File: src/rtl/scpu_ctrl_pkg.sv
// Shared SCPU control encodings: opcodes, datapath select codes, the multi-cycle
// state enum and the decoded-instruction record.
package scpu_ctrl_pkg;

    localparam logic [6:0] OP_R      = 7'b0110011;
    localparam logic [6:0] OP_I      = 7'b0010011;
    localparam logic [6:0] OP_LOAD   = 7'b0000011;
    localparam logic [6:0] OP_STORE  = 7'b0100011;
    localparam logic [6:0] OP_BRANCH = 7'b1100011;
    localparam logic [6:0] OP_LUI    = 7'b0110111;
    localparam logic [6:0] OP_JAL    = 7'b1101111;
    localparam logic [6:0] OP_JALR   = 7'b1100111;

    localparam logic [6:0] F7_BASE = 7'b0000000;
    localparam logic [6:0] F7_ALT  = 7'b0100000;

    localparam logic [5:0] EXT_NONE  = 6'b000000;
    localparam logic [5:0] EXT_ITYPE = 6'b010000;
    localparam logic [5:0] EXT_STYPE = 6'b001000;
    localparam logic [5:0] EXT_BTYPE = 6'b000100;
    localparam logic [5:0] EXT_UTYPE = 6'b000010;
    localparam logic [5:0] EXT_JTYPE = 6'b000001;

    localparam logic [4:0] ALU_NONE = 5'b00000;
    localparam logic [4:0] ALU_LUI  = 5'b00001;
    localparam logic [4:0] ALU_ADD  = 5'b00011;
    localparam logic [4:0] ALU_SUB  = 5'b00100;
    localparam logic [4:0] ALU_XOR  = 5'b01100;
    localparam logic [4:0] ALU_OR   = 5'b01101;
    localparam logic [4:0] ALU_AND  = 5'b01110;

    localparam logic [2:0] NPC_PLUS4  = 3'b000;
    localparam logic [2:0] NPC_BRANCH = 3'b001;
    localparam logic [2:0] NPC_JUMP   = 3'b010;
    localparam logic [2:0] NPC_JALR   = 3'b100;

    localparam logic [1:0] WD_ALU = 2'b00;
    localparam logic [1:0] WD_MEM = 2'b01;
    localparam logic [1:0] WD_PC  = 2'b10;

    localparam logic [2:0] DM_WORD  = 3'b000;
    localparam logic [2:0] DM_HALF  = 3'b001;
    localparam logic [2:0] DM_HALFU = 3'b010;
    localparam logic [2:0] DM_BYTE  = 3'b011;
    localparam logic [2:0] DM_BYTEU = 3'b100;

    typedef enum logic [2:0] {
        S_FETCH  = 3'd0,
        S_DECODE = 3'd1,
        S_EXEC   = 3'd2,
        S_MEM    = 3'd3,
        S_WB     = 3'd4,
        S_TRAP   = 3'd5
    } state_t;

    typedef struct packed {
        logic       illegal;
        logic       is_load;
        logic       is_store;
        logic       is_branch;
        logic       is_bne;
        logic       is_jal;
        logic       is_jalr;
        logic [5:0] ext_op;
        logic [4:0] alu_op;
        logic       alu_src;
        logic [1:0] wd_sel;
        logic [2:0] dm_type;
    } dec_t;

    // Load/store width code from funct3 (stores only use the low three codes).
    function automatic logic [2:0] dm_type_of(input logic [2:0] funct3);
        case (funct3)
            3'b000:  return DM_BYTE;
            3'b001:  return DM_HALF;
            3'b100:  return DM_BYTEU;
            3'b101:  return DM_HALFU;
            default: return DM_WORD;
        endcase
    endfunction

endpackage

File: src/rtl/mc_ctrl_if.sv
// Instruction/data memory request handshakes between the control unit and memories.
// req rises when the controller wants a transfer and stays high until the cycle in
// which ready is seen; the transfer completes in that ready cycle and nowhere else.
interface mc_ctrl_if;
    logic imem_req;
    logic imem_ready;
    logic dmem_req;
    logic dmem_ready;

    modport master (output imem_req, output dmem_req, input imem_ready, input dmem_ready);
    modport slave  (input imem_req, input dmem_req, output imem_ready, output dmem_ready);
endinterface

File: src/rtl/mc_ctrl_decode.sv
// Combinational RV32I-subset classifier: control encodings plus illegal detection.
module mc_ctrl_decode
    import scpu_ctrl_pkg::*;
(
    input  logic [6:0] op,
    input  logic [6:0] funct7,
    input  logic [2:0] funct3,
    output dec_t       dec
);

    logic       logic_f3_ok;
    logic [4:0] logic_alu;

    // funct3 codes shared by the register and immediate ALU forms.
    assign logic_f3_ok = funct3 inside {3'b000, 3'b100, 3'b110, 3'b111};

    always_comb begin
        case (funct3)
            3'b100:  logic_alu = ALU_XOR;
            3'b110:  logic_alu = ALU_OR;
            3'b111:  logic_alu = ALU_AND;
            default: logic_alu = ALU_ADD;
        endcase
    end

    always_comb begin
        dec         = '0;
        dec.ext_op  = EXT_NONE;
        dec.alu_op  = ALU_NONE;
        dec.wd_sel  = WD_ALU;
        dec.dm_type = DM_WORD;
        case (op)
            OP_R: begin
                dec.alu_op  = (funct3 == 3'b000 && funct7 == F7_ALT) ? ALU_SUB : logic_alu;
                dec.illegal = !((funct7 == F7_BASE && logic_f3_ok) ||
                                (funct7 == F7_ALT && funct3 == 3'b000));
            end
            OP_I: begin
                dec.ext_op  = EXT_ITYPE;
                dec.alu_op  = logic_alu;
                dec.alu_src = 1'b1;
                dec.illegal = !logic_f3_ok;
            end
            OP_LOAD: begin
                dec.is_load = 1'b1;
                dec.ext_op  = EXT_ITYPE;
                dec.alu_op  = ALU_ADD;
                dec.alu_src = 1'b1;
                dec.wd_sel  = WD_MEM;
                dec.dm_type = dm_type_of(funct3);
                dec.illegal = !(funct3 inside {3'b000, 3'b001, 3'b010, 3'b100, 3'b101});
            end
            OP_STORE: begin
                dec.is_store = 1'b1;
                dec.ext_op   = EXT_STYPE;
                dec.alu_op   = ALU_ADD;
                dec.alu_src  = 1'b1;
                dec.dm_type  = dm_type_of(funct3);
                dec.illegal  = !(funct3 inside {3'b000, 3'b001, 3'b010});
            end
            OP_BRANCH: begin
                dec.is_branch = 1'b1;
                dec.is_bne    = funct3[0];
                dec.ext_op    = EXT_BTYPE;
                dec.alu_op    = ALU_SUB;
                dec.illegal   = !(funct3 inside {3'b000, 3'b001});
            end
            OP_LUI: begin
                dec.ext_op  = EXT_UTYPE;
                dec.alu_op  = ALU_LUI;
                dec.alu_src = 1'b1;
            end
            OP_JAL: begin
                dec.is_jal = 1'b1;
                dec.ext_op = EXT_JTYPE;
                dec.wd_sel = WD_PC;
            end
            OP_JALR: begin
                dec.is_jalr = 1'b1;
                dec.ext_op  = EXT_ITYPE;
                dec.alu_op  = ALU_ADD;
                dec.alu_src = 1'b1;
                dec.wd_sel  = WD_PC;
                dec.illegal = (funct3 != 3'b000);
            end
            default: dec.illegal = 1'b1;
        endcase
    end

endmodule

File: src/rtl/mc_ctrl.sv
// Multi-cycle SCPU control unit: FETCH/DECODE/EXEC/MEM/WB sequencer with memory
// wait timeout and a sticky trap.
module mc_ctrl
    import scpu_ctrl_pkg::*;
#(
    parameter int MAX_WAIT = 15,
    parameter int WAIT_W   = $clog2(MAX_WAIT + 1)
) (
    input  logic             clk,
    input  logic             rstn,
    input  logic [6:0]       Op,
    input  logic [6:0]       Funct7,
    input  logic [2:0]       Funct3,
    input  logic             Zero,
    mc_ctrl_if.master        mem,
    output logic             PCWrite,
    output logic             IRWrite,
    output logic             RegWrite,
    output logic             MemWrite,
    output logic [5:0]       EXTOp,
    output logic [4:0]       ALUOp,
    output logic [2:0]       NPCOp,
    output logic             ALUSrc,
    output logic [1:0]       WDSel,
    output logic [2:0]       DMType,
    output logic             trap,
    output logic             trap_cause,
    output state_t           state
);

    localparam logic [WAIT_W-1:0] WAIT_LAST = WAIT_W'(MAX_WAIT - 1);

    state_t            state_q;
    logic [WAIT_W-1:0] wait_cnt;
    logic              trap_q;
    logic              cause_q;
    dec_t              dec;

    mc_ctrl_decode u_decode (
        .op     (Op),
        .funct7 (Funct7),
        .funct3 (Funct3),
        .dec    (dec)
    );

    // A stalled cycle whose count would reach MAX_WAIT traps; ready in that cycle wins.
    always_ff @(posedge clk) begin
        if (!rstn) begin
            state_q  <= S_FETCH;
            wait_cnt <= '0;
            trap_q   <= 1'b0;
            cause_q  <= 1'b0;
        end else begin
            case (state_q)
                S_FETCH: begin
                    if (mem.imem_ready) begin
                        state_q <= S_DECODE;
                    end else if (wait_cnt == WAIT_LAST) begin
                        state_q <= S_TRAP;
                        trap_q  <= 1'b1;
                        cause_q <= 1'b1;
                    end else begin
                        wait_cnt <= wait_cnt + WAIT_W'(1);
                    end
                end
                S_DECODE: begin
                    if (dec.illegal) begin
                        state_q <= S_TRAP;
                        trap_q  <= 1'b1;
                        cause_q <= 1'b0;
                    end else begin
                        state_q <= S_EXEC;
                    end
                end
                S_EXEC: begin
                    if (dec.is_branch) begin
                        state_q  <= S_FETCH;
                        wait_cnt <= '0;
                    end else if (dec.is_load || dec.is_store) begin
                        state_q  <= S_MEM;
                        wait_cnt <= '0;
                    end else begin
                        state_q <= S_WB;
                    end
                end
                S_MEM: begin
                    if (mem.dmem_ready) begin
                        state_q  <= dec.is_load ? S_WB : S_FETCH;
                        wait_cnt <= '0;
                    end else if (wait_cnt == WAIT_LAST) begin
                        state_q <= S_TRAP;
                        trap_q  <= 1'b1;
                        cause_q <= 1'b1;
                    end else begin
                        wait_cnt <= wait_cnt + WAIT_W'(1);
                    end
                end
                S_WB: begin
                    state_q  <= S_FETCH;
                    wait_cnt <= '0;
                end
                S_TRAP:  state_q <= S_TRAP;
                default: state_q <= S_FETCH;
            endcase
        end
    end

    // Outputs are forced to their reset values for as long as rstn is held low.
    always_comb begin
        PCWrite      = 1'b0;
        IRWrite      = 1'b0;
        RegWrite     = 1'b0;
        MemWrite     = 1'b0;
        mem.imem_req = 1'b0;
        mem.dmem_req = 1'b0;
        EXTOp        = EXT_NONE;
        ALUOp        = ALU_NONE;
        NPCOp        = NPC_PLUS4;
        ALUSrc       = 1'b0;
        WDSel        = WD_ALU;
        DMType       = DM_WORD;
        if (rstn) begin
            if (state_q inside {S_DECODE, S_EXEC, S_MEM, S_WB}) begin
                EXTOp  = dec.ext_op;
                ALUOp  = dec.alu_op;
                ALUSrc = dec.alu_src;
                WDSel  = dec.wd_sel;
                DMType = dec.dm_type;
            end
            case (state_q)
                S_FETCH: begin
                    mem.imem_req = 1'b1;
                    IRWrite      = mem.imem_ready;
                end
                S_EXEC: begin
                    if (dec.is_branch) begin
                        PCWrite = 1'b1;
                        if (dec.is_bne ? !Zero : Zero) NPCOp = NPC_BRANCH;
                    end
                end
                S_MEM: begin
                    mem.dmem_req = 1'b1;
                    if (mem.dmem_ready && dec.is_store) begin
                        MemWrite = 1'b1;
                        PCWrite  = 1'b1;
                    end
                end
                S_WB: begin
                    RegWrite = 1'b1;
                    PCWrite  = 1'b1;
                    if (dec.is_jal)       NPCOp = NPC_JUMP;
                    else if (dec.is_jalr) NPCOp = NPC_JALR;
                end
                default: ;
            endcase
        end
    end

    assign trap       = trap_q;
    assign trap_cause = cause_q;
    assign state      = state_q;

endmodule

File: src/flat_wrapper.sv
// flat-port wrapper written by rule: the top's interface ports become plain ports
module mc_ctrl_flat import scpu_ctrl_pkg::*;
#(
    parameter int MAX_WAIT = 15,
    parameter int WAIT_W   = $clog2(MAX_WAIT + 1)
)
  (clk, rstn, Op, Funct7, Funct3, Zero, PCWrite, IRWrite, RegWrite, MemWrite, EXTOp, ALUOp, NPCOp, ALUSrc, WDSel, DMType, trap, trap_cause, state, mem_imem_req, mem_dmem_req, mem_imem_ready, mem_dmem_ready);
  mc_ctrl_if mem_i ();
  input  logic clk;
  input  logic rstn;
  input  logic [6:0] Op;
  input  logic [6:0] Funct7;
  input  logic [2:0] Funct3;
  input  logic Zero;
  output logic PCWrite;
  output logic IRWrite;
  output logic RegWrite;
  output logic MemWrite;
  output logic [5:0] EXTOp;
  output logic [4:0] ALUOp;
  output logic [2:0] NPCOp;
  output logic ALUSrc;
  output logic [1:0] WDSel;
  output logic [2:0] DMType;
  output logic trap;
  output logic trap_cause;
  output state_t state;
  output wire logic [$bits(mem_i.imem_req)-1:0] mem_imem_req;
  output wire logic [$bits(mem_i.dmem_req)-1:0] mem_dmem_req;
  input wire logic [$bits(mem_i.imem_ready)-1:0] mem_imem_ready;
  input wire logic [$bits(mem_i.dmem_ready)-1:0] mem_dmem_ready;
  assign mem_imem_req = mem_i.imem_req;
  assign mem_dmem_req = mem_i.dmem_req;
  assign mem_i.imem_ready = mem_imem_ready;
  assign mem_i.dmem_ready = mem_dmem_ready;
  mc_ctrl #(.MAX_WAIT(MAX_WAIT), .WAIT_W(WAIT_W)) u_core (.clk(clk), .rstn(rstn), .Op(Op), .Funct7(Funct7), .Funct3(Funct3), .Zero(Zero), .mem(mem_i), .PCWrite(PCWrite), .IRWrite(IRWrite), .RegWrite(RegWrite), .MemWrite(MemWrite), .EXTOp(EXTOp), .ALUOp(ALUOp), .NPCOp(NPCOp), .ALUSrc(ALUSrc), .WDSel(WDSel), .DMType(DMType), .trap(trap), .trap_cause(trap_cause), .state(state));
endmodule
File: config.mk
export PLATFORM = sky130hd
export DESIGN_NAME = mc_ctrl_flat
export DESIGN_NICKNAME = d
export VERILOG_FILES = /design/src/rtl/scpu_ctrl_pkg.sv /design/src/rtl/mc_ctrl_if.sv /design/src/rtl/mc_ctrl_decode.sv /design/src/rtl/mc_ctrl.sv /design/src/flat_wrapper.sv
export SDC_FILE = /design/constraint.sdc
export NUM_CORES = 1
export LEC_CHECK = 0
export BUFFER_PORTS_ARGS = -buffer_cell sky130_fd_sc_hd__buf_2
export CAP_MARGIN = 15
export CELL_PAD_IN_SITES_DETAIL_PLACEMENT = 2
export CELL_PAD_IN_SITES_GLOBAL_PLACEMENT = 2
export CORE_ASPECT_RATIO = 0.6
export CORE_UTILIZATION = 21
export DETAILED_ROUTE_END_ITERATION = 7
export GPL_TIMING_DRIVEN = 1
export PLACE_DENSITY = 0.77
export SYNTH_ARGS = -nofsm -noshare
export SYNTH_HDL_FRONTEND = slang
export SYNTH_SLANG_ARGS = --single-unit
File: constraint.sdc
create_clock -name clk -period 1.62 [get_ports clk]
set_input_delay 0.324 -clock clk [delete_from_list [all_inputs] [get_ports clk]]
set_output_delay 0.324 -clock clk [all_outputs]
set_load 0.01 [all_outputs]
==> results of run 1 <==
-- repair_timing --
action | 4_1_cts
pin swaps | 22
buffers inserted | 6
gates resized for setup | 67
endpoints found under the setup margin | 32
hold buffers | 0
cloned | 1
-- logic make-up after synthesis --
logic type,count (synthesis),share of synthesized area (%)
compound gates,45,29.14
xor+xnor,4,3.200
fa+ha+maj,2,2.285
buf+inv,20,8.343
flops,9,16.46
other cells,1,0.3425
simple gates,84,40.23
-- stage by stage --
stage          util (%)  worst slack [ps]  hold slack, ps
3_3_place_gp      37.44            -303.1           465.9
2_1_floorplan         -             3.100           459.7
4_1_cts           45.93            -274.1           502.5
3_5_place_dp      37.44            -481.5           475.9
-- cell usage after synthesis, types with 2 or more instances --
master	instances
nor3b_1	2
nor2b_1	4
and3_1	4
o31a_1	2
buf_2	4
clkbuf_1	5
nor4b_1	2
nand3_1	7
nor4_1	4
a211oi_1	3
nand2b_1	6
a21oi_1	5
nand4_1	3
a311oi_1	3
inv_1	8
o221a_2	2
or3_1	6
nor3_1	6
xor2_1	4
buf_4	3
ha_1	2
nor2_1	20
dfxtp_1	9
o21ai_0	11
o21a_1	3
a21boi_0	2
and2_1	2
a31oi_1	4
nand2_1	14
a21boi_1	2
==> metrics.md, run 1 <==
| Metric | Value |
|---|---|
| Synth async-reset ratio | `0%` |
| Site Rows | `19` |
| Initial antenna violation count | `0` |
| Synth area leader | `dfxtp_1` |
| Halt Stage | `5_1_grt` |
| Clock root buffer | `clkbuf_8` |
| Die width | `95.22 um` |
| Synth Instances | `165` |
| Top FF cell, synth | `dfxtp_1` |
| Post-synthesis register bit count | `9` |
| H-tree lvl count | `1` |
| PortBufs | `50` |
| I/O pin count | `53` |
| Final GP Congestion | `0.8235` |
| HPWL after DPL | `4.981 mm` |
| Initial core utilization | `22.91%` |
| Sequential share of the synthesized area | `16.46%` |
| Grt repair worst endpoint | `ALUOp[1]` |
| CTS max path bufs | `2` |
| Mean post-synth cell area | `6.635 sq um` |
| CTS buffer count | `3` |
| Synth top area cells | `dfxtp_1, nor2_1, o21ai_0, nand2_1, nand2b_1` |
| Mapped cell area | `0.001095 sq mm` |
| Status | `aborted with a tool error` |
| Syn. warnings | `0` |
| Synth top area share | `16.46%` |
| Placed cells | `317` |
| Area after DPL | `0.001789 sq mm` |
| CTS Sinks | `9` |
| EDFF count, synth | `0` |
| Largest net degree at the start of global routing | `15` |
| Die H | `57.93 um` |
| Number of distinct library cells after synthesis | `43` |
| WEP type | `primary output` |
| Tool error | `[ERROR DPL-0033] detailed placement checks failed during check placement.` |
==> inputs of run 2 (changes only) <==
Settings changed: CELL_PAD_IN_SITES_DETAIL_PLACEMENT 2 to unset, CELL_PAD_IN_SITES_GLOBAL_PLACEMENT 2 to unset, CORE_ASPECT_RATIO 0.6 to unset, CORE_UTILIZATION 21 to 25, PLACE_DENSITY 0.77 to unset, PLACE_DENSITY_LB_ADDON set to 0.15.
Clock period 1.62 ns to 2.1 ns, I/O delays scaled along.
==> metrics.md, run 2 <==
| Metric | Value |
|---|---|
| Post-Layout Cell Count | `283` |
| # setup viols final | `0` |
| Area after DPL | `0.001538 sq mm (was 0.001789 sq mm)` |
| Area Growth Syn to Fin | `47.43%` |
| Layout cells sized above 1 | `38.20%` |
| Most frequent cells in the layout | `buf_2, buf_4, nor2_1, nand2_1, o21ai_0` |
| Top-count cell post-synth | `nor2_1 (unchanged)` |
| Via count | `1427` |
| Largest net degree at the start of global routing | `15` |
| Synth async-reset ratio | `0% (unchanged)` |
| Clk_skew | `3.957 ps` |
| Peak VDD IR | `0.1485 mV` |
| H-tree lvl count | `1 (unchanged)` |
| Final ANT Viol Nets | `0` |
| CTS buffer count | `3 (unchanged)` |
| Worst EP arrival | `1580 ps` |
| Synth Area in Compound Gates | `29.14% (unchanged)` |
| I/O pin count | `53 (unchanged)` |
| Worst skew pair latency | `240 ps` |
| Unrepaired setup endpoints after global routing | `no` |
| Worst-path clk slew | `50 ps` |
| Synth top area share | `16.46% (unchanged)` |
| Final Power | `0.0006099 W` |
| Mapped cell area | `0.001095 sq mm (unchanged)` |
| XOR/XNOR Fraction of Synth Area | `3.200% (unchanged)` |
| Total area of sequential cells | `181.4 sq um` |
| Site Rows | `23 (was 19)` |
| Final min period | `2004 ps` |
| Crit Path Category | `in2out` |
| CTS max path bufs | `2 (unchanged)` |
| Max Slew Vio Count | `0` |
| Die width | `68.18 um (was 95.22 um)` |
| Number of distinct library cells after synthesis | `43 (unchanged)` |
| Fmax | `0.4990 GHz` |
| Vias in the first global route | `1236` |
| EDFF count, synth | `0 (unchanged)` |
| Synth area leader | `dfxtp_1 (unchanged)` |
| CTS tree | `done` |
| Status | `finished clean (was aborted with a tool error)` |
| Main combinational cell family by area after synthesis | `simple AND/OR/NAND/NOR gates (unchanged)` |
| Sequential share of the synthesized area | `16.46% (unchanged)` |
| Hold Worst Slack | `470.4 ps` |
| GRT Total Usage | `16.05%` |
| Crit-path max FO | `11` |
| Drt via density | `5.042` |
| Syn. warnings | `0 (unchanged)` |
| Die area | `0.004648 sq mm` |
| First-pass GRT wire length | `5.609 mm` |
| Clock root buffer | `clkbuf_8 (unchanged)` |
| Reg with most FFs | `u_core.wait_cnt` |
| Iteration-0 DRC count of the detailed router | `80` |
| Max FFs per register | `4` |
| Synth Area in Simple Gates | `40.23% (unchanged)` |
| CTS Sinks | `9 (unchanged)` |
| Post-synthesis register bit count | `9 (unchanged)` |
| Most common cell after layout, fill and taps aside | `buf_2` |
| Worst EP required | `1680 ps` |
| Max_cap viols | `0` |
| WL/cell | `12.53 um` |
| Fillers | `444` |
| HPWL after DPL | `2.836 mm (was 4.981 mm)` |
| PwrDens | `377.9 mW/mm^2` |
| PortBufs | `50 (unchanged)` |
| Fin crit share | `95.42%` |
| Initial antenna violation count | `0` |
| Area of the core | `0.004115 sq mm` |
| P_leak | `0.7476 nW` |
| Multi-input gate area | `849.6 sq um` |
| Placed cells | `279 (was 317)` |
| Final nets | `258` |
| Grt total ovfl | `0` |
| Hold WC Path Type | `reg2reg` |
| Final instance area | `0.001614 sq mm` |
| Most frequent cells after synthesis | `nor2_1, nand2_1, o21ai_0 (unchanged)` |
| Final GP Congestion | `0.8260 (was 0.8235)` |
| Drt first pass iters | `4` |
| Top FF cell, synth | `dfxtp_1 (unchanged)` |
| Die H | `68.18 um (was 57.93 um)` |
| Drt total wl | `3.545 mm` |
| Worst setup EP type | `output port` |
| Setup TNS | `0 ps` |
| Initial core utilization | `26.60% (was 22.91%)` |
| Antenna fix cells | `0` |
| Critical path launch point type | `primary input` |
| Synth Instances | `165 (unchanged)` |
| Mean post-synth cell area | `6.635 sq um (unchanged)` |
| Mux share of post-synthesis cell area | `0% (unchanged)` |
| Synth top area cells | `dfxtp_1, nor2_1, o21ai_0, nand2_1, nand2b_1 (unchanged)` |
| Residual DRC count | `0` |
| Adder and majority cell fraction of the synthesized area | `2.286% (unchanged)` |
| Fin. Hold Viols | `0` |
-- run 2: cell counts after synthesis --
No cell type changed its count.
-- run 2: final timing paths --
| check | startpoint | end | slack, ps | cells after the start |
|---|---|---|---|---|
| setup / recovery | Op[2] | ALUOp[1] | 100 | 6 |
| hold / removal | u_core.trap | u_core.trap | 470 | 1 |
| setup reg to reg | u_core.state[1] | u_core.wait_cnt[1] | 430 | 6 |
| hold reg to reg | u_core.trap | u_core.trap | 470 | 1 |
-- run 2: kinds of logic after synthesis --
logic type               count (synthesis)
AND/OR/NAND/NOR                         84
AO/OA/AOI/OAI                           45
buffers and inverters                   20
flip-flops                               9
XOR/XNOR                                 4
adder cells (fa/ha/maj)                  2
other                                    1
-- run 2: final cells by class --
cell class | instances | share of cell area (%)
multi-input combinational | 137 | 52.64
sequential | 9 | 11.24
timing repair buffer | 75 | 27.60
clock buffer | 4 | 2.791
inverter | 8 | 1.860
tap | 50 | 3.876
-- run 2: per-layer routing --
layer  track usage, %  wire length (um)
met1            21.44              1780
met2            25.12              1620
met3            2.500               116
met4            7.031                27
met5                0                 0
-- run 2: report_power, final --
part / switching [W] / internal (W)
clock: 0.0000753 / 0.000133
sequential: 0.00000820 / 0.000181
combinational: 0.000117 / 0.0000953
-- run 2: stage by stage --
stage	worst slack (ps)	util, %
finish	96.14	39.22
floorplan	98.33	-
detailed placement	8.475	37.37
global placement	20.31	37.37
global route	2.522	39.22
CTS	7.868	38.46
-- run 2: worst max-delay path, cell delays in order --
cell,delay [ps]
buf_2,110
nand4bb_1,180
buf_6,160
or2_2,310
a311oi_2,230
buf_2,170
-- run 2: timing repair --
| action | in CTS | in global routing |
|---|---|---|
| hold buffers | 0 | 0 |
| setup buffers | 0 | 0 |
| setup endpoints to repair | 0 | 6 |
| gates resized for setup | 0 | 11 |
(Power assumes the default switching activity.)
==> inputs of run 3 (changes only) <==
--- a/config.mk
+++ b/config.mk
@@ -8,3 +8,3 @@
 export BUFFER_PORTS_ARGS = -buffer_cell sky130_fd_sc_hd__buf_2
-export CAP_MARGIN = 15
+export CAP_MARGIN = 20
 export CORE_UTILIZATION = 25
==> constraint.sdc (replaced) <==
create_clock -name clk -period 2.5 [get_ports clk]
set_input_delay 0.5 -clock clk [delete_from_list [all_inputs] [get_ports clk]]
set_output_delay 0.5 -clock clk [all_outputs]
set_load 0.02 [all_outputs]
==> metrics.md, run 3 (synthesis results as in run 2) <==
| Metric | Value |
|---|---|
| Clock root buffer | `clkbuf_8 (unchanged)` |
| Max Slew Vio Count | `0 (unchanged)` |
| Final ANT Viol Nets | `0 (unchanged)` |
| PwrDens | `339.0 mW/mm^2 (was 377.9 mW/mm^2)` |
| Top cell by count, worst path | `buf_2 (unchanged)` |
| Fin crit share | `92.87%` |
| Via count | `1390 (was 1427)` |
| First-pass GRT wire length | `5.444 mm (was 5.609 mm)` |
| Fmax | `0.4307 GHz` |
| Residual DRC count | `0 (unchanged)` |
| Reg with most FFs | `u_core.wait_cnt (unchanged)` |
| Worst skew pair latency | `240 ps (about the same)` |
| Hold WC Path Type | `reg2reg (unchanged)` |
| Clk_skew | `5.433 ps (was 3.957 ps)` |
| Peak VDD IR | `0.1298 mV (was 0.1485 mV)` |
| Unrepaired setup endpoints after global routing | `no (unchanged)` |
| Status | `finished clean (unchanged)` |
| CTS resizes | `0 (unchanged)` |
| PortBufs | `50 (unchanged)` |
| I/O pin count | `53 (unchanged)` |
| Max_cap viols | `0 (unchanged)` |
| Die area | `0.004648 sq mm (unchanged)` |
| Worst setup EP type | `output port (unchanged)` |
| Most common cell after layout, fill and taps aside | `buf_2 (unchanged)` |
| Antenna fix cells | `0 (unchanged)` |
| CTS buffer count | `3 (unchanged)` |
| Initial antenna violation count | `0 (unchanged)` |
| Fin. Hold Viols | `0 (unchanged)` |
| Final Power | `0.0004958 W (was 0.0006099 W)` |
| HPWL after DPL | `2.748 mm (was 2.836 mm)` |
| CP cell instances | `buf_2 -> nand4bb_1 -> buf_4 -> nor2_1 -> nand2_1 -> o21a_1 -> o21ai_0 -> buf_2 (was buf_2 -> nand4bb_1 -> buf_6 -> or2_2 -> a311oi_2 -> buf_2)` |
| CTS Sinks | `9 (unchanged)` |
| Crit Path Category | `in2out (unchanged)` |
| Worst EP required | `2000 ps (was 1680 ps)` |
| Drt first pass iters | `4 (unchanged)` |
| Slowest cell on crit path | `nand4bb_1 (was or2_2)` |
| # Post-CTS Setup Buffers | `0 (unchanged)` |
| Layout cells sized above 1 | `30.88% (was 38.20%)` |
| Area Growth Syn to Fin | `33.60% (was 47.43%)` |
| Vias in the first global route | `1209 (was 1236)` |
| Critical path launch point type | `primary input (unchanged)` |
| Final GP Congestion | `0.8271 (was 0.8260)` |
| CTS max path bufs | `2 (unchanged)` |
| Area of the core | `0.004115 sq mm (unchanged)` |
| Final nets | `242 (was 258)` |
| Hold_buf cts | `0 (unchanged)` |
| H-tree lvl count | `1 (unchanged)` |
| Grt total ovfl | `0 (unchanged)` |
| Multi-input gate area | `827.0 sq um (was 849.6 sq um)` |
| Initial core utilization | `26.60% (unchanged)` |
| P_leak | `0.6631 nW (was 0.7476 nW)` |
| Fillers | `462 (was 444)` |
| Crit-path max FO | `10 (was 11)` |
| Die H | `68.18 um (unchanged)` |
| Largest net degree at the start of global routing | `16 (was 15)` |
| CTS tree | `done (unchanged)` |
| Die width | `68.18 um (unchanged)` |
| Max FFs per register | `4 (unchanged)` |
| # setup viols final | `0 (unchanged)` |
| Worst-path clk slew | `40 ps (was 50 ps)` |
| Setup TNS | `0 ps (unchanged)` |
| Site Rows | `23 (unchanged)` |
| WL/cell | `12.76 um (was 12.53 um)` |
| CP peak stage delay | `210 ps (was 310 ps)` |
| Drt via density | `5.206 (was 5.042)` |
| Total area of sequential cells | `180.2 sq um (was 181.4 sq um)` |
| Drt total wl | `3.406 mm (was 3.545 mm)` |
| Most frequent cells in the layout | `buf_2, nor2_1, nand2_1, o21ai_0 (was buf_2, buf_4, nor2_1, nand2_1, o21ai_0)` |
| GRT Total Usage | `15.30% (was 16.05%)` |
| Final min period | `2322 ps` |
| Iteration-0 DRC count of the detailed router | `58 (was 80)` |
| Worst EP arrival | `1820 ps (was 1580 ps)` |
-- run 3: changes by cell type in the layout (fill, tap and decap cells not counted), sizes merged --
| cell | change |
|---|---|
| buf | -16 |
-- run 3: worst max-delay path: cells and delay by family --
kind            cells  cell delay, ps
buf+inv             3             490
simple gates        3             450
compound gates      2             380
-- run 3: layout make-up --
cell class / instances / area share (%)
repair buffers: 59 / 21.73
well taps: 50 / 4.277
flip-flops and latches: 9 / 12.32
multi-input cells: 137 / 56.54
inverters: 8 / 2.053
clock buffers: 4 / 3.080
-- run 3: per-stage QoR --
step           util (%)  setup WS (ps)  cell area (sq um)  std cells  hold slack (ps)
3_5_place_dp      34.45          161.3               1418        263            473.7
3_3_place_gp      34.45          187.6               1418        263            477.0
2_1_floorplan         -          110.6               1099        166            459.7
4_1_cts           35.54          153.9               1463        267            484.3
6_report          35.54          178.1               1463        267            480.5
5_1_grt           35.54          39.27               1463        267            504.3
-- run 3: worst paths after layout --
| kind | start | end | slack (ps) | cells past startpoint |
|---|---|---|---|---|
| min reg2reg | u_core.trap | u_core.trap | 480 | 1 |
| min | u_core.trap | u_core.trap | 480 | 1 |
| max | Op[3] | PCWrite | 180 | 8 |
| max reg2reg | u_core.state[0] | u_core.wait_cnt[0] | 660 | 6 |
-- run 3: metal layers --
layer	global-route usage, %	part of all wire (%)
met1	20.47	49
met2	25.12	46
met3	1.000	3.9
met4	6.250	1.6
met5	0	0
-- run 3: report_power, final --
part | internal, W | total (W) | leakage, nW | switching (W)
combinational | 0.0000635 | 0.000161 | 0.567 | 0.0000978
sequential | 0.000152 | 0.000162 | 0.0734 | 0.00000914
clock | 0.000111 | 0.000173 | 0.0228 | 0.0000615
==> inputs of run 4 (changes only) <==
Settings changed: PLACE_DENSITY_LB_ADDON 0.15 to unset, REMOVE_ABC_BUFFERS set to 1.
==> metrics.md, run 4 (synthesis results as in run 2) <==
| Metric | Value |
|---|---|
| Critical path launch point type | `primary input (unchanged)` |
| Layout cells sized above 1 | `31.34% (was 30.88%)` |
| H-tree lvl count | `1 (unchanged)` |
| Initial antenna violation count | `0 (unchanged)` |
| Unrepaired setup endpoints after global routing | `no (unchanged)` |
| Switch Pwr | `0.0001723 W (was 0.0001685 W)` |
| CTS resizes | `0 (unchanged)` |
| Fin crit share | `93.39% (was 92.87%)` |
| CP cell instances | `buf_2 -> nand4bb_1 -> buf_4 -> or3_1 -> nor3_1 -> buf_2 (was buf_2 -> nand4bb_1 -> buf_4 -> nor2_1 -> nand2_1 -> o21a_1 -> o21ai_0 -> buf_2)` |
| First-pass GRT wire length | `5.526 mm (was 5.444 mm)` |
| Drt first pass iters | `7 (was 4)` |
| Met3 WL | `175 um (was 134 um)` |
| Worst-path clk slew | `50 ps (was 40 ps)` |
| GRT Total Usage | `15.33% (was 15.30%)` |
| CTS Sinks | `9 (unchanged)` |
| Worst skew pair latency | `240 ps (about the same)` |
| R2r startpoint | `u_core.state[0] (unchanged)` |
| Sw Ratio | `34.77% (was 33.98%)` |
| PwrDens | `338.5 mW/mm^2 (was 339.0 mW/mm^2)` |
| Worst hold path startpoint | `u_core.trap (unchanged)` |
| Fin. Hold Viols | `0 (unchanged)` |
| Die H | `68.18 um (unchanged)` |
| Crit Path Category | `in2out (unchanged)` |
| Crit-path max FO | `6 (was 10)` |
| Top Layer Used | `met4 (unchanged)` |
| Final GP Congestion | `0.7855 (was 0.8271)` |
| CTS buffer count | `3 (unchanged)` |
| Area of the core | `0.004115 sq mm (unchanged)` |
| Peak VDD IR | `0.1415 mV (was 0.1298 mV)` |
| Via count | `1357 (was 1390)` |
| Max Slew Vio Count | `0 (unchanged)` |
| Most frequent cells in the layout | `buf_2, nor2_1, nand2_1, o21ai_0 (unchanged)` |
| # setup viols final | `0 (unchanged)` |
| CP peak stage delay | `360 ps (was 210 ps)` |
| WL/cell | `12.38 um (was 12.76 um)` |
| Fmax | `0.4283 GHz (was 0.4307 GHz)` |
| Hold Worst Slack | `478.4 ps (was 480.5 ps)` |
| Reg with most FFs | `u_core.wait_cnt (unchanged)` |
| HPWL after DPL | `2.595 mm (was 2.748 mm)` |
| Total area of sequential cells | `180.2 sq um (unchanged)` |
| Internal power component | `0.0003232 W (was 0.0003273 W)` |
| I/O pin count | `53 (unchanged)` |
| Largest net degree at the start of global routing | `16 (unchanged)` |
| Residual DRC count | `0 (unchanged)` |
| Area after DPL | `0.001418 sq mm (unchanged)` |
| Most common cell after layout, fill and taps aside | `buf_2 (unchanged)` |
| Die area | `0.004648 sq mm (unchanged)` |
| Max FFs per register | `4 (unchanged)` |
| Clock root buffer | `clkbuf_8 (unchanged)` |
| Iteration-0 DRC count of the detailed router | `45 (was 58)` |
| Site Rows | `23 (unchanged)` |
| Share of total power in the clock network | `35.1% (was 34.9%)` |
| Die width | `68.18 um (unchanged)` |
| Vias in the first global route | `1214 (was 1209)` |
| Worst EP arrival | `1830 ps (was 1820 ps)` |
| Drt total wl | `3.305 mm (was 3.406 mm)` |
| CTS max path bufs | `2 (unchanged)` |
| Reg2Reg Capture Point | `u_core.wait_cnt[0] (unchanged)` |
| Slowest cell on crit path | `or3_1 (was nand4bb_1)` |
| Setup TNS | `0 ps (unchanged)` |
| Combinational power share | `31.3% (was 32.5%)` |
| Top cell by count, worst path | `buf_2 (unchanged)` |
| Hold path cells | `1 (unchanged)` |
| Worst setup EP type | `output port (unchanged)` |
| Final Power | `0.0004955 W (was 0.0004958 W)` |
| Worst Hold Path EP | `u_core.trap (unchanged)` |
| Final min period | `2335 ps (was 2322 ps)` |
| Final WS setup | `165.2 ps (was 178.1 ps)` |
| Status | `finished clean (unchanged)` |
| Worst EP required | `2000 ps (about the same)` |
| Dpl ws | `195.7 ps (was 161.3 ps)` |
| Sequential power share | `33.5% (was 32.6%)` |
| Hold WC Path Type | `reg2reg (unchanged)` |
| PortBufs | `50 (unchanged)` |
| Metal-1 WL | `1.578 mm (was 1.661 mm)` |
| # Post-CTS Setup Buffers | `0 (unchanged)` |
| Drt via density | `5.082 (was 5.206)` |
| Initial core utilization | `26.60% (unchanged)` |
| Grt total ovfl | `0 (unchanged)` |
| Fillers | `442 (was 462)` |
| R2R Setup Slk | `630 ps (was 660 ps)` |
| Final instance area | `0.001464 sq mm (was 0.001463 sq mm)` |
| Multi-input gate area | `827.0 sq um (unchanged)` |
| P_leak | `0.6649 nW (was 0.6631 nW)` |
| Register-to-Register Path Depth | `5 (was 6)` |
| Final nets | `242 (unchanged)` |
| Hold_buf cts | `0 (unchanged)` |
| Antenna fix cells | `0 (unchanged)` |
| CTS tree | `done (unchanged)` |
| Area Growth Syn to Fin | `33.71% (was 33.60%)` |
| Final ANT Viol Nets | `0 (unchanged)` |
| Met2 WL | `1.544 mm (was 1.557 mm)` |
| Clk_skew | `8.664 ps (was 5.433 ps)` |
| Max_cap viols | `0 (unchanged)` |
run 4: cell count changes in the layout (fill, tap and decap cells not counted):
cell and change:
clkinv_2 +1, clkbuf_1 -1
run 4: how the worst max path moves through the flow:
stage | from | endpoint | slack (ps) | cells after the start
floorplan | Op[3] | PCWrite | 50 | 5
global placement | Op[3] | WDSel[0] | 190 | 6
detailed placement | Op[3] | WDSel[0] | 200 | 6
CTS | Op[3] | WDSel[0] | 190 | 6
global route | Op[3] | WDSel[0] | 20 | 6
finish | Op[3] | WDSel[0] | 170 | 6
run 4: through the flow:
step	std cells	utilization, %
2_1_floorplan	154	-
3_3_place_gp	263	34.45
3_5_place_dp	263	34.45
4_1_cts	267	35.57
5_1_grt	267	35.57
6_report	267	35.57
run 4: power by group through the flow:
| stage | registers (W) | logic (W) | clock network [W] |
|---|---|---|---|
| detailed placement | 0.000169 | 0.000155 | 0 |
| global route | 0.000168 | 0.000173 | 0.000183 |
| global placement | 0.000169 | 0.000154 | 0 |
| finish | 0.000166 | 0.000155 | 0.000174 |
| floorplan | 0.000171 | 0.0000790 | 0 |
| CTS | 0.000166 | 0.000155 | 0.000180 |
run 4: layer usage:
metal  global-route usage, %  vias to the layer above
li1                        -                      707
met2                   26.23                       39
met3                   2.833                        2
met1                   19.76                      609
met4                   3.125                        0
met5                       0                        -
run 4: critical path, delay by kind of cell:
kind	cells	cell delay, ps
and+or+nand+nor	3	820
buffers and inverters	3	520
run 4: cell type report:
class | count | share of cell area [%]
Clock inverter | 1 | 0.3419
Clock buffer | 3 | 2.821
Sequential cell | 9 | 12.31
Multi-Input combinational cell | 137 | 56.50
Inverter | 8 | 2.051
Timing Repair Buffer | 59 | 21.71
Tap cell | 50 | 4.274
